[src/rtl/regfile.sv]
// 32 x WIDTH register file with two combinational read ports, one clocked
// write port, a debug read port and a count of effective writes.
// Register 0 is not stored and always reads as zero.
module regfile #(
    parameter int unsigned WIDTH  = 32,
    parameter bit          BYPASS = 1'b1
) (
    input  logic             clk,
    input  logic             rst,
    input  logic [4:0]       raddr1,
    output logic [WIDTH-1:0] rdata1,
    input  logic [4:0]       raddr2,
    output logic [WIDTH-1:0] rdata2,
    input  logic             we,
    input  logic [4:0]       waddr,
    input  logic [WIDTH-1:0] wdata,
    input  logic [4:0]       dbg_addr,
    output logic [WIDTH-1:0] dbg_data,
    output logic [31:0]      wr_count
);

    localparam int unsigned NREGS = 32;
    localparam int unsigned CW    = 32;

    logic [WIDTH-1:0] mem [1:NREGS-1];
    logic [CW-1:0]    count_q;
    logic             wr_hit_c;
    logic             fwd_en_c;

    // A write is effective only when enabled and not targeting register 0.
    always_comb begin
        wr_hit_c = we && (waddr != 5'd0);
    end

    // Array and write counter; reset has priority and discards any write.
    always_ff @(posedge clk) begin
        if (rst) begin
            for (int i = 1; i < NREGS; i++) begin
                mem[i] <= '0;
            end
            count_q <= '0;
        end else if (wr_hit_c) begin
            mem[waddr] <= wdata;
            count_q    <= count_q + CW'(1);
        end
    end

    // Combinational reads; operand ports forward the in-flight write when enabled.
    always_comb begin
        fwd_en_c = BYPASS && !rst && wr_hit_c;
        rdata1   = '0;
        rdata2   = '0;
        dbg_data = '0;
        if (raddr1 != 5'd0) begin
            rdata1 = (fwd_en_c && (waddr == raddr1)) ? wdata : mem[raddr1];
        end
        if (raddr2 != 5'd0) begin
            rdata2 = (fwd_en_c && (waddr == raddr2)) ? wdata : mem[raddr2];
        end
        if (dbg_addr != 5'd0) begin
            dbg_data = mem[dbg_addr];
        end
    end

    assign wr_count = count_q;

endmodule
[config.mk]
export PLATFORM = sky130hd
export DESIGN_NAME = regfile
export DESIGN_NICKNAME = d
export VERILOG_FILES = /design/src/rtl/regfile.sv
export SDC_FILE = /design/constraint.sdc
export NUM_CORES = 2
export LEC_CHECK = 0
export ABC_AREA = 0
export CORE_UTILIZATION = 35
export DETAILED_ROUTE_END_ITERATION = 8
export MAX_ROUTING_LAYER = met4
export SETUP_SLACK_MARGIN = 0.05
export SYNTH_ARGS = -nofsm -noshare
export SYNTH_HDL_FRONTEND = slang
export SYNTH_SLANG_ARGS = --single-unit
[constraint.sdc]
create_clock -name clk -period 4.83 [get_ports clk]
set_input_delay 1.449 -clock clk [delete_from_list [all_inputs] [get_ports clk]]
set_output_delay 1.449 -clock clk [all_outputs]
set_load 0.05 [all_outputs]
==> flow_summary.json <==
{
  "run_status": "complete, but fails checks",
  "violations": "negative setup slack",
  "ys.flop_type": "edfxtp_1",
  "io_pins": 183,
  "cts-buffers-inserted": 130,
  "ys_ff_latch": 1056,
  "design_area_um2": 84900,
  "synth_cells": 4572,
  "overflow": 0,
  "layout_common_cells": "1024 x edfxtp_1, 993 x and2_1, 706 x mux4_2",
  "skew_ns": 0.00816,
  "dpl.hpwl_mm": 173,
  "antenna_found_initial": 23,
  "grt_pass1_wl_mm": 384,
  "clk_pin_slew_ns": 0.05,
  "synth_top_family_by_area": "multiplexers",
  "placed_area_um2": 75100,
  "intPower_mw": 18.7,
  "relSlewSlack": 0.341,
  "dr.pass1.iters": 6,
  "crit_required_ns": 3.38,
  "cp_max_fo": 7,
  "areaGrowthSynthToFinish_pct": 32.4,
  "drc": 0,
  "synth_xor_area_frac": 0.00423,
  "num-fill-cells": 15400,
  "critical_path.slowest_cell": "mux4_2",
  "end_kind": "output pin",
  "tightest_slew_ns": 0.988,
  "synthSimpleGateAreaFrac": 0.146,
  "whs_path_depth": 2,
  "slew_viol_final": 0,
  "via_count": 49200,
  "synth_compound_area_frac": 0.0344,
  "p_sw_frac": 0.292,
  "synth_area_um2": 64200,
  "cp_num_buf_inv": 5,
  "synth_top_area_frac": 0.479,
  "p_clk_frac": 0.368,
  "drtIter0Drc": 7962,
  "routedWlPerCell_um": 36.9,
  "seq_power_share": 0.413,
  "cts_tree": "done",
  "ys_seq_area_frac": 0.489,
  "critPathTopFamily": "buffers and inverters",
  "worstReg2RegStart": "wr_count[3]",
  "finalHoldViolCount": 0,
  "postCtsHoldBufs": 0,
  "r2r_cells": 5,
  "htreeDepth": 4,
  "place.gp.congestion": 0.950,
  "startpoint_type": "input pin",
  "grt_setup_unrepaired": "yes",
  "synth_adder_area_share": 0.000195,
  "r2r_end": "wr_count[29]",
  "antenna_left": 0,
  "final_min_period_over_clock_period": 1.02,
  "synth_edf_count": 1024,
  "clockBufferDepth": 3,
  "reg2reg_slack_ns": 2.22,
  "ir_drop_mv": 0.276,
  "placementRows": 156,
  "path_class": "input pin to output pin",
  "root_buffer": "clkbuf_16",
  "setup_viol": 24,
  "min_from": "wr_count[1]",
  "layout.nets": 5242,
  "portBuffers": 182,
  "clock-sinks": 1056,
  "tns_ns": -0.735,
  "cpPeakStageDelay_ns": 0.50,
  "min_to": "wr_count[1]",
  "ys_top_cells_by_area": "edfxtp_1 48%, mux4_2 25%, and2_1 9.7%",
  "grt_max_degree": 33,
  "synth_cell_types": 48,
  "synth_top_cell_by_area": "edfxtp_1",
  "holdWs_ns": 0.495,
  "post-place-ws_ns": -0.800,
  "insertion_delay_ns": 0.79,
  "final_layout_size_suffix_gt1_frac": 0.471,
  "power_switching_mw": 7.70,
  "finalWirelength_mm": 283,
  "cp_common_cell": "buf_16",
  "fin_crit_ns": 4.92,
  "crit_chain": "buf_16, buf_16, buf_16, mux4_2, o22a_1, a211oi_4, buf_6, nor3_4, buf_12",
  "synth_mux_area_frac": 0.291,
  "drv_cap": 0,
  "fp.coreArea_um2": 181000,
  "hold_class": "flip-flop to flip-flop",
  "leakagePower_nw": 29.7,
  "p_comb_frac": 0.219,
  "syn_avg_cell_area_um2": 14.0,
  "setup_ws_ns": -0.0881,
  "synth_warnings": 0,
  "dieWidth_um": 430,
  "final_common_cell": "edfxtp_1",
  "die_h_um": 430,
  "dieArea_um2": 185000,
  "viasPerCell": 6.42,
  "track_usage": 0.309,
  "ys_async_sr_fraction": 0,
  "powerDensity_nw_per_um2": 311,
  "grt_pass1_vias": 47900,
  "start_util": 0.354,
  "crit_arrival_ns": 3.47,
  "fmax_mhz": 203
}
==> routing by layer <==
| metal | track usage | up-vias | wire length [µm] |
|---|---|---|---|
| met5 | - | - | 0 |
| met4 | 0.200 | 0 | 21900 |
| met3 | 0.0798 | 993 | 35300 |
| met2 | 0.464 | 3935 | 129000 |
| met1 | 0.370 | 25200 | 97200 |
| li1 | - | 19100 | - |
==> through the flow <==
step	utilization	instances	total power [mW]
CTS	0.462	7631	26.2
detailed placement	0.414	7273	16.0
finish	0.468	7664	26.4
floorplan	-	4603	13.8
global route	0.468	7660	26.9
global placement	0.414	7273	16.0
==> cell type report <==
cell class,instances,area [µm²],share of cell area
Timing Repair Buffer,957,12000,0.142
Sequential cell,1056,31400,0.370
Antenna cell,8,20.0,0.000236
Inverter,42,158,0.00186
Clock buffer,158,3410,0.0402
Clock inverter,74,719,0.00847
Multi-Input combinational cell,2999,34200,0.403
Tap cell,2370,2970,0.0349
==> cells by family after synthesis <==
| family | count (synthesis) |
|---|---|
| XOR/XNOR | 31 |
| AND/OR/NAND/NOR | 1649 |
| flip-flops | 1056 |
| buffers and inverters | 549 |
| AO/OA/AOI/OAI | 323 |
| adder cells (fa/ha/maj) | 1 |
| other | 1 |
| multiplexers | 962 |
==> worst register-to-register path, stage by stage, from the launching register on <==
cell     delay (ns)
dfxtp_1        0.44
and4_1         0.42
nand4_4        0.26
or4_1          0.73
or4_1          0.52
a21oi_1        0.16
==> how the worst max path moves through the flow <==
stage / cells past startpoint / end / start
after floorplan: 6 / rdata2[21] / raddr2[0]
final: 9 / rdata2[30] / raddr2[0]
after detailed placement: 9 / rdata1[29] / raddr1[2]
after global routing: 9 / rdata2[30] / raddr2[0]
after global placement: 9 / rdata1[29] / raddr1[2]
after CTS: 9 / rdata2[30] / raddr2[0]
==> registers in the layout, indices dropped and copies added, names as in the netlist <==
register / flops
mem: 1024
wr_count: 32
==> timing repair <==
item                       4_1_cts  5_1_grt
setup buffers                   89       22
gates resized for setup        548      193
pin swaps                       84       55
cloned                          42       13
setup endpoints to repair       95       94
==> power by group through the flow <==
| stage | combinational, mW | clock, mW | sequential, mW |
|---|---|---|---|
| after global routing | 5.89 | 10.1 | 11.0 |
| after CTS | 5.54 | 9.73 | 10.9 |
| after detailed placement | 4.95 | 0 | 11.1 |
| after global placement | 4.93 | 0 | 11.0 |
| after floorplan | 2.86 | 0 | 10.9 |
| final | 5.78 | 9.70 | 10.9 |
==> synthesized netlist by cell type, types with 3 or more instances <==
cell,n
inv_1,42
nand2b_1,7
xnor2_1,21
nand2_1,49
o221ai_1,32
or3_1,11
nand4_1,4
a211oi_1,8
mux2_2,191
or2_2,35
mux4_2,706
mux2i_1,65
and4_1,3
or3b_2,5
o22a_1,6
xor2_1,10
o2111ai_1,3
nor4_1,63
edfxtp_1,1024
a21oi_1,12
a221o_1,31
nand3b_1,8
buf_1,43
or4_1,5
clkbuf_1,358
and2_1,994
nand3_1,15
o31ai_1,3
dfxtp_1,32
buf_2,105
nor3_1,201
o22ai_1,182
o21ai_0,39
nor2_1,242
(Power assumes the default switching activity.)
